`src/rtl/rcd_reg_pkg.sv`:
```
// Shared types and default constants for the register-bus initiator.
package rcd_reg_pkg;

    // Response status returned with every completed command.
    typedef enum logic [1:0] {
        RSP_OK      = 2'b00,
        RSP_ERR     = 2'b01,
        RSP_TIMEOUT = 2'b10
    } rsp_status_e;

    // Initiator FSM states.
    typedef enum logic [1:0] {
        IDLE = 2'b00,
        REQ  = 2'b01,
        GAP  = 2'b10,
        RSP  = 2'b11
    } state_e;

    localparam int DEF_ADDR_WIDTH     = 8;
    localparam int DEF_DATA_WIDTH     = 16;
    localparam int DEF_TIMEOUT_CYCLES = 32;
    localparam int DEF_MAX_RETRY      = 2;

endpackage

```
`src/rtl/rcd_reg_timeout_ctr.sv`:
```
// Per-attempt request-cycle counter. Counts REQ cycles without a responder
// answer; expired is high during the last permitted cycle of an attempt.
// The counter saturates instead of wrapping.
module rcd_reg_timeout_ctr
    import rcd_reg_pkg::*;
#(
    parameter int TIMEOUT_CYCLES = DEF_TIMEOUT_CYCLES
) (
    input  logic clk_i,
    input  logic rst_ni,
    input  logic clear,
    input  logic enable,
    output logic expired
);

    localparam int CW = $clog2(TIMEOUT_CYCLES) + 1;
    localparam logic [CW-1:0] LAST = CW'(TIMEOUT_CYCLES - 1);
    localparam logic [CW-1:0] ONE  = CW'(1);

    logic [CW-1:0] cnt_q;

    // Clear has priority; count up while enabled and hold at all-ones.
    always_ff @(posedge clk_i or negedge rst_ni) begin
        if (!rst_ni) begin
            cnt_q <= '0;
        end else if (clear) begin
            cnt_q <= '0;
        end else if (enable && (cnt_q != '1)) begin
            cnt_q <= cnt_q + ONE;
        end
    end

    assign expired = (cnt_q >= LAST);

endmodule

```
`src/rtl/rcd_reg_initiator.sv`:
```
// Register-bus initiator: accepts one command, drives a level request on the
// register bus until ack/err/timeout, then holds a response until consumed.
// Optional feature: define RCD_REG_INIT_RETRY_EN to re-issue a request after
// err_i (up to MAX_RETRY times, one GAP cycle between attempts).
//
// Handshakes: cmd_* transfers on a cycle with cmd_valid_i && cmd_ready_o;
// rsp_* transfers on a cycle with rsp_valid_o && rsp_ready_i. A valid side
// never withdraws or changes its payload before the transfer completes.
module rcd_reg_initiator
    import rcd_reg_pkg::*;
#(
    parameter int ADDR_WIDTH     = DEF_ADDR_WIDTH,
    parameter int DATA_WIDTH     = DEF_DATA_WIDTH,
    parameter int TIMEOUT_CYCLES = DEF_TIMEOUT_CYCLES,
    parameter int MAX_RETRY      = DEF_MAX_RETRY
) (
    input  logic                  clk_i,
    input  logic                  rst_ni,
    input  logic                  cmd_valid_i,
    output logic                  cmd_ready_o,
    input  logic                  cmd_write_i,
    input  logic [ADDR_WIDTH-1:0] cmd_addr_i,
    input  logic [DATA_WIDTH-1:0] cmd_wdata_i,
    output logic                  rsp_valid_o,
    input  logic                  rsp_ready_i,
    output logic [DATA_WIDTH-1:0] rsp_rdata_o,
    output logic [1:0]            rsp_status_o,
    output logic [1:0]            rsp_retries_o,
    output logic [ADDR_WIDTH-1:0] reg_addr_o,
    output logic                  reg_rd_req_o,
    output logic                  reg_wr_req_o,
    output logic [DATA_WIDTH-1:0] reg_wr_data_o,
    input  logic [DATA_WIDTH-1:0] reg_rd_data_i,
    input  logic                  ack_i,
    input  logic                  err_i
);

`ifdef RCD_REG_INIT_RETRY_EN
    localparam bit RETRY_EN = 1'b1;
`else
    localparam bit RETRY_EN = 1'b0;
`endif

    localparam logic [1:0] MAX_RETRY_W = MAX_RETRY[1:0];

    state_e                state_q, state_d;
    logic                  is_write_q;
    logic [ADDR_WIDTH-1:0] addr_q;
    logic [DATA_WIDTH-1:0] wdata_q;
    logic [DATA_WIDTH-1:0] rdata_q, rdata_d;
    rsp_status_e           status_q, status_d;
    logic [1:0]            retry_q;
    logic                  rsp_load;
    logic                  retry_ok;
    logic                  accept;
    logic                  in_req;
    logic                  to_expired;

    assign accept   = cmd_valid_i && (state_q == IDLE);
    assign in_req   = (state_q == REQ);
    // Without the retry feature this is constant 0, so GAP cannot be reached
    // and retry_q never leaves its reset value.
    assign retry_ok = RETRY_EN && (retry_q < MAX_RETRY_W);

    rcd_reg_timeout_ctr #(
        .TIMEOUT_CYCLES(TIMEOUT_CYCLES)
    ) u_timeout (
        .clk_i  (clk_i),
        .rst_ni (rst_ni),
        .clear  (!in_req),
        .enable (in_req),
        .expired(to_expired)
    );

    // Next-state and response-capture decisions.
    always_comb begin
        state_d  = state_q;
        rsp_load = 1'b0;
        rdata_d  = rdata_q;
        status_d = status_q;
        case (state_q)
            IDLE: begin
                if (cmd_valid_i) state_d = REQ;
            end
            REQ: begin
                if (err_i) begin
                    if (retry_ok) begin
                        state_d = GAP;
                    end else begin
                        rsp_load = 1'b1;
                        status_d = RSP_ERR;
                        rdata_d  = '0;
                        state_d  = RSP;
                    end
                end else if (ack_i) begin
                    rsp_load = 1'b1;
                    status_d = RSP_OK;
                    rdata_d  = is_write_q ? '0 : reg_rd_data_i;
                    state_d  = RSP;
                end else if (to_expired) begin
                    rsp_load = 1'b1;
                    status_d = RSP_TIMEOUT;
                    rdata_d  = '0;
                    state_d  = RSP;
                end
            end
            GAP: begin
                state_d = REQ;
            end
            RSP: begin
                if (rsp_ready_i) state_d = IDLE;
            end
            default: begin
                state_d = IDLE;
            end
        endcase
    end

    // FSM state register.
    always_ff @(posedge clk_i or negedge rst_ni) begin
        if (!rst_ni) state_q <= IDLE;
        else         state_q <= state_d;
    end

    // Command capture on accept, response capture when an attempt resolves.
    always_ff @(posedge clk_i or negedge rst_ni) begin
        if (!rst_ni) begin
            is_write_q <= 1'b0;
            addr_q     <= '0;
            wdata_q    <= '0;
            rdata_q    <= '0;
            status_q   <= RSP_OK;
        end else if (accept) begin
            is_write_q <= cmd_write_i;
            addr_q     <= cmd_addr_i;
            wdata_q    <= cmd_wdata_i;
            rdata_q    <= '0;
            status_q   <= RSP_OK;
        end else if (rsp_load) begin
            rdata_q    <= rdata_d;
            status_q   <= status_d;
        end
    end

    // Retry counter: cleared per command, bumped on each re-issued attempt.
    always_ff @(posedge clk_i or negedge rst_ni) begin
        if (!rst_ni) begin
            retry_q <= 2'b00;
        end else if (accept) begin
            retry_q <= 2'b00;
        end else if (in_req && err_i && retry_ok) begin
            retry_q <= retry_q + 2'd1;
        end
    end

    // Bus outputs are purely decoded from state so reset drops them at once.
    assign cmd_ready_o   = (state_q == IDLE);
    assign rsp_valid_o   = (state_q == RSP);
    assign rsp_rdata_o   = rdata_q;
    assign rsp_status_o  = status_q;
    assign rsp_retries_o = RETRY_EN ? retry_q : 2'b00;
    assign reg_rd_req_o  = in_req && !is_write_q;
    assign reg_wr_req_o  = in_req && is_write_q;
    assign reg_addr_o    = in_req ? addr_q : '0;
    assign reg_wr_data_o = in_req ? wdata_q : '0;

endmodule

```
`config.mk`:
```
export PLATFORM = sky130hd
export DESIGN_NAME = rcd_reg_initiator
export DESIGN_NICKNAME = d
export VERILOG_FILES = /design/src/rtl/rcd_reg_pkg.sv /design/src/rtl/rcd_reg_timeout_ctr.sv /design/src/rtl/rcd_reg_initiator.sv
export SDC_FILE = /design/constraint.sdc
export NUM_CORES = 1
export LEC_CHECK = 0
export ABC_AREA = 1
export BUFFER_PORTS_ARGS = -buffer_cell sky130_fd_sc_hd__buf_2
export CORE_UTILIZATION = 53
export CTS_CLUSTER_SIZE = 16
export DETAILED_ROUTE_END_ITERATION = 10
export GPL_TIMING_DRIVEN = 0
export PLACE_DENSITY = 0.85
export SETUP_SLACK_MARGIN = 0.15
export SLEW_MARGIN = 10
export SYNTH_ARGS = -nofsm -noshare
export SYNTH_HDL_FRONTEND = slang
export SYNTH_SLANG_ARGS = --single-unit
```
`constraint.sdc`:
```
create_clock -name clk_i -period 4.2 [get_ports clk_i]
set_clock_uncertainty 0.1 [all_clocks]
set_input_delay 0.63 -clock clk_i [delete_from_list [all_inputs] [get_ports clk_i]]
set_output_delay 0.63 -clock clk_i [all_outputs]
set_load 0.01 [all_outputs]
```
# After elaboration in Yosys (flattened, before gate mapping)
# Cells that the tools add are included.
totals:
  regBits: 51
  inputBits: 47
  out_inout_bits: 48
  word_cells: 55
classes:
  addsub: 1
  n_lt_le_gt_ge: 1
  eq_ne: 8
  mux: 27
  n_reduce_logical: 11
op_table:
  columns: ["cell", "count"]
  rows:
  - ["16-bit two-way mux", 8]
  - ["2-bit two-way mux", 11]
  - ["6-bit two-way mux", 2]
  - ["8-bit two-way mux", 1]
  - ["2-bit case mux with 4 select lines", 1]
  - ["6-bit by 1-bit adder with 6-bit output, second input constant", 1]
  - ["6-bit by 5-bit >= comparator with 1-bit output, second input constant", 1]
  - ["6-bit != test, second input constant", 1]
  - ["3-bit AND reduction", 2]
  - ["2-bit equality test, second input constant", 2]
  - ["1-bit logical AND", 4]
  - ["1-bit two-way mux", 4]
  - ["2-bit by 1-bit != test with 1-bit output, second input constant", 2]
  - ["4-bit by 3-bit != test with 1-bit output, second input constant", 1]
  - ["2-bit nonzero test", 2]
  - ["4-bit nonzero test", 1]
  - ["2-bit by 1-bit equality test with 1-bit output, second input constant", 1]
  - ["2-bit logical NOT", 1]
  - ["2-bit != test, second input constant", 1]
  - ["1-bit logical NOT", 1]

# Depth between registers and ports, before layout
logic_depth:
  ltp_word: 7
  mapped_depth: 8
  ltp_nobuf: 7

# Modules after synthesis
# A second synthesis with hierarchy kept.
hier_totals:
  cells_unflattened: 320
  hier_area_um2: 2477.4
by_module_without_submodules:
  columns: ["mod", "n_inst", "cells_per_inst", "area_each_um2", "seq_area_each_um2"]
  rows:
  - ["rcd_reg_initiator", 1, 267, 2087.0, 1126.1]
  - ["rcd_reg_timeout_ctr", 1, 53, 390.4, 150.1]

# Worst setup path before layout
# Ideal clock, no wire load.
synth_timing:
  kind: "register -> output"
  start: "register state_q[1]"
  end: "output port reg_addr_o[2]"
  arrival_time_ns: 0.928
  required_time_ns: 3.470
  slack_ns: 2.542
  path_stages_with_launch: 5
  path_buffers: 1
  path_cell_list: "dfrtp_1 > inv_2 > nand2_1 > clkbuf_1 > nor2_1"
synth_between:
  elab_chain_len: 2
synth_lines:
  columns: ["element", "line", "rtl"]
  rows:
  - ["start: declaration", "rcd_reg_initiator.sv:46", "state_e state_q, state_d;"]
  - ["start signal: assignment", "rcd_reg_initiator.sv:122", "else state_q <= state_d;"]
  - ["2-bit by 1-bit equality test with 1-bit output", "rcd_reg_initiator.sv:60", "assign in_req = (state_q == REQ);"]
  - ["8-bit two-way mux", "rcd_reg_initiator.sv:164", "assign reg_addr_o = in_req ? addr_q : '0;"]
  - ["end: declaration", "rcd_reg_initiator.sv:29", "output logic [ADDR_WIDTH-1:0] reg_addr_o,"]
# Every way passes these cells.

# Final worst setup path
layout_timing:
  start: "register state_q[1]"
  end: "output port reg_wr_data_o[6]"
layout_between:
  elab_chain_len: 2
layout_lines:
  columns: ["element", "line", "rtl"]
  rows:
  - ["2-bit by 1-bit equality test with 1-bit output", "rcd_reg_initiator.sv:60", null]
  - ["16-bit two-way mux", "rcd_reg_initiator.sv:165", "assign reg_wr_data_o = in_req ? wdata_q : '0;"]
  - ["end: declaration", "rcd_reg_initiator.sv:32", "output logic [DATA_WIDTH-1:0] reg_wr_data_o,"]
# Every way passes these cells.

==> run_results.csv <==
group,metric,value,unit
outcome,status,"finished, violations left",
outcome,failed_checks,"DRC",
cells_and_area,synthToLayoutAreaGrowth,24.9,%
cells_and_area,diodes,0,
flow_run,cap_viol_max_count,0,
power,ir_worst_vdd,0.237,mV
critical_path,cp.arrival,1.57,ns
cells_and_area,fillers,340,
hold_path,min_from,"rsp_rdata_o[3]",
floorplanning,die_w,71.2,um
global_routing,grt.overflow.total,0,
placement,place_area,0.00307,sq mm
yosys,synthTopCellsByArea,"dfrtp_1, nor2_1, nand2_1",
detailed_routing,wire_per_inst,12.1,um
power,power.leakage,1.85,nW
power,powerDensity,614,mW/mm^2
detailed_routing,drt-initial-drc-count,135,
detailed_routing,dr.max_layer_used,"met4",
floorplanning,row_count,24,
clock_tree,clock_path_buffers,2,
clock_tree,root_buffer,"clkbuf_8",
power,p_comb_share,47.5,%
placement,dp_hpwl,4130,um
cells_and_area,drive_above_1_share,33.2,%
yosys,synth_cells,309,
clock_tree,clock_latency,0.30,ns
timing,period_share,54.6,%
yosys,yosysTopAreaCellShare,50.3,%
global_routing,grt_pass1_vias,2200,
yosys,avgSynthCellArea,8.22,sq um
clock_tree,cts-resized-gates,0,
floorplanning,die_h,71.2,um
timing,slew_headroom,26.1,%
detailed_routing,finalWirelength,5610,um
clock_tree,h-tree-depth,2,
global_routing,grt_max_degree,52,
critical_path,crit_fanout,10,
detailed_routing,met3WireLength,327,um
clock_tree,cts_hold_buf,0,
detailed_routing,met1Wirelength,2470,um
yosys,yosysUniqueCellTypes,27,
timing,worstMarginPinSlew,1.11,ns
clock_tree,path_clk_slew,0.09,ns
detailed_routing,drc,9,
clock_tree,clock-sinks,51,
power,seqPwrFrac,36.6,%
power,switchingPower,0.805,mW
detailed_routing,dr.pass1.iters,9,
yosys,ys_seq_area_share,50.3,%
timing,min_period,2.30,ns
yosys,synthesis.area,0.00254,sq mm
clock_tree,postCtsSetupBuffers,0,
critical_path,critPathLaunch,"state_q[1]",
placement,pre_cts_ws,2.23,ns
yosys,yosysTopAreaCell,"dfrtp_1",
timing,setup_tns,0,ns
timing,setup_viol,0,
floorplanning,core,0.00447,sq mm
cells_and_area,final_nets,457,
critical_path,required,3.47,ns
floorplanning,die-area,0.00507,sq mm
timing,hold_viol,0,
power,clockPowerShare,15.9,%
global_routing,track_usage,23.1,%
global_routing,grt_first_pass_wirelength,9250,um
floorplanning,initial_core_util,56.7,%
yosys,ys_warn_count,0,
timing,rsz0062_at_grt,"false",
critical_path,critPathLaunchType,"flip-flop",
clock_tree,cts-buffers-inserted,5,
power,swShare,41.4,%
placement,port-buffer-count,92,
detailed_routing,met2_length,2760,um
floorplanning,ios,95,
placement,gp_congestion,0.850,
critical_path,end_kind,"primary output",
cells_and_area,stdcell_area,0.00317,sq mm
detailed_routing,ant_nets,0,
critical_path,rr_startpoint,"u_timeout.cnt_q[0]",
timing,fmax,0.436,GHz
clock_tree,tritoncts,"built",
power,intPower,1.14,mW
global_routing,antenna_found_initial,0,
yosys,ys_ff_latch,51,
timing,drv_slew,0,
timing,setup_ws,1.90,ns
critical_path,crit_type,"reg2out",
hold_path,min_path_type,"reg2reg",
detailed_routing,vias,2265,
detailed_routing,vias_per_cell,4.90,
kinds of logic after synthesis:
| logic type | Yosys count | synth area share [%] |
|---|---|---|
| AO/OA/AOI/OAI | 29 | 6.06 |
| XOR/XNOR | 1 | 0.345 |
| adder cells (fa/ha/maj) | 1 | 0.493 |
| buffers and inverters | 53 | 10.3 |
| flip-flops | 51 | 50.3 |
| other | 1 | 0.148 |
| AND/OR/NAND/NOR | 173 | 32.3 |
cells in the final DEF (no fill, tap or decap):
| cell type | Yosys | routed |
|---|---|---|
| buf_2 | 9 | 101 |
| nor2_1 | 74 | 74 |
| nand2_1 | 54 | 54 |
| dfrtp_1 | 51 | 51 |
| inv_1 | 31 | 31 |
| nand3_1 | 28 | 28 |
| a21oi_1 | 25 | 25 |
| nand3_2 | 9 | 9 |
| clkbuf_8 | 0 | 7 |
| inv_2 | 3 | 3 |
| buf_6 | 3 | 3 |
| buf_4 | 3 | 3 |
| clkbuf_1 | 2 | 2 |
| nand2_8 | 2 | 2 |
| o31ai_1 | 2 | 2 |
| conb_1 | 1 | 2 |
| nor2_2 | 1 | 1 |
| nand4_4 | 1 | 1 |
| inv_4 | 1 | 1 |
| nand2_4 | 1 | 1 |
| nor2_8 | 1 | 1 |
| buf_12 | 1 | 1 |
| o21ai_2 | 1 | 1 |
| nand4_1 | 1 | 1 |
| nor3_1 | 1 | 1 |
| xor2_1 | 1 | 1 |
| o21ai_0 | 1 | 1 |
| ha_1 | 1 | 1 |
| clkinvlp_4 | 0 | 1 |
final timing paths:
check                      slack, ns                to  cells past startpoint
setup / recovery                1.90  reg_wr_data_o[6]                      5
setup reg to reg                2.65   rsp_rdata_o[10]                      7
hold reg to reg                 0.41    rsp_rdata_o[3]                      2
hold / removal                  0.41    rsp_rdata_o[3]                      2
min in group asynchronous       0.43        wdata_q[1]                      1
max in group asynchronous       2.89   rsp_rdata_o[10]                      1
power by group through the flow:
| stage | registers, mW | clock network, mW | logic [mW] |
|---|---|---|---|
| after floorplan | 0.726 | 0 | 0.579 |
| after global routing | 0.730 | 0.329 | 1.03 |
| final | 0.713 | 0.309 | 0.924 |
| after detailed placement | 0.723 | 0 | 0.930 |
| after CTS | 0.713 | 0.315 | 0.932 |
| after global placement | 0.716 | 0 | 0.901 |
synth_stat cells:
cell type  count
nor2_2         1
buf_6          3
a21oi_1       25
inv_2          3
buf_2          9
inv_4          1
conb_1         1
o21ai_2        1
nand2_8        2
nand2_1       54
buf_4          3
nand3_1       28
nand2_4        1
nor2_8         1
nor3_1         1
dfrtp_1       51
buf_12         1
nand4_4        1
ha_1           1
nor2_1        74
o21ai_0        1
o31ai_1        2
clkbuf_1       2
nand4_1        1
inv_1         31
xor2_1         1
nand3_2        9
registers in the layout, summed over array words and instances (netlist names):
signal,count
rsp_rdata_o,16
wdata_q,16
addr_q,8
u_timeout.cnt_q,6
rsp_status_o,2
state_q,2
is_write_q,1
stage by stage:
stage	hold WS, ns	total power, mW	cells	utilization (%)
floorplan	0.234	1.30	310	-
global placement	0.378	1.62	454	68.6
detailed placement	0.396	1.65	454	68.6
CTS	0.407	1.96	462	70.9
global route	0.413	2.09	462	70.9
finish	0.406	1.95	462	70.9
layout make-up:
cell class	instances	area (sq um)	area share, %
Buffer	18	129	4.06
Clock buffer	7	96.3	3.04
Clock inverter	1	7.51	0.237
Inverter	35	134	4.22
Multi-Input combinational cell	206	1000	31.6
Sequential cell	51	1280	40.2
Tap cell	52	65.1	2.05
Timing Repair Buffer	92	460	14.5
per-layer routing:
| layer | global-route usage, % | vias up |
|---|---|---|
| met3 | 5.77 | 7 |
| met2 | 41.1 | 78 |
| met1 | 28.1 | 1027 |
| met4 | 6.44 | 0 |
| li1 | - | 1153 |
| met5 | 0 | - |
critical path, cell delays in order (launching register included):
cell and delay [ns]:
dfrtp_1 0.42, inv_2 0.04, nand2_1 0.17, clkbuf_1 0.41, nor2_1 0.07, buf_2 0.16
(Power assumes the default switching activity.)
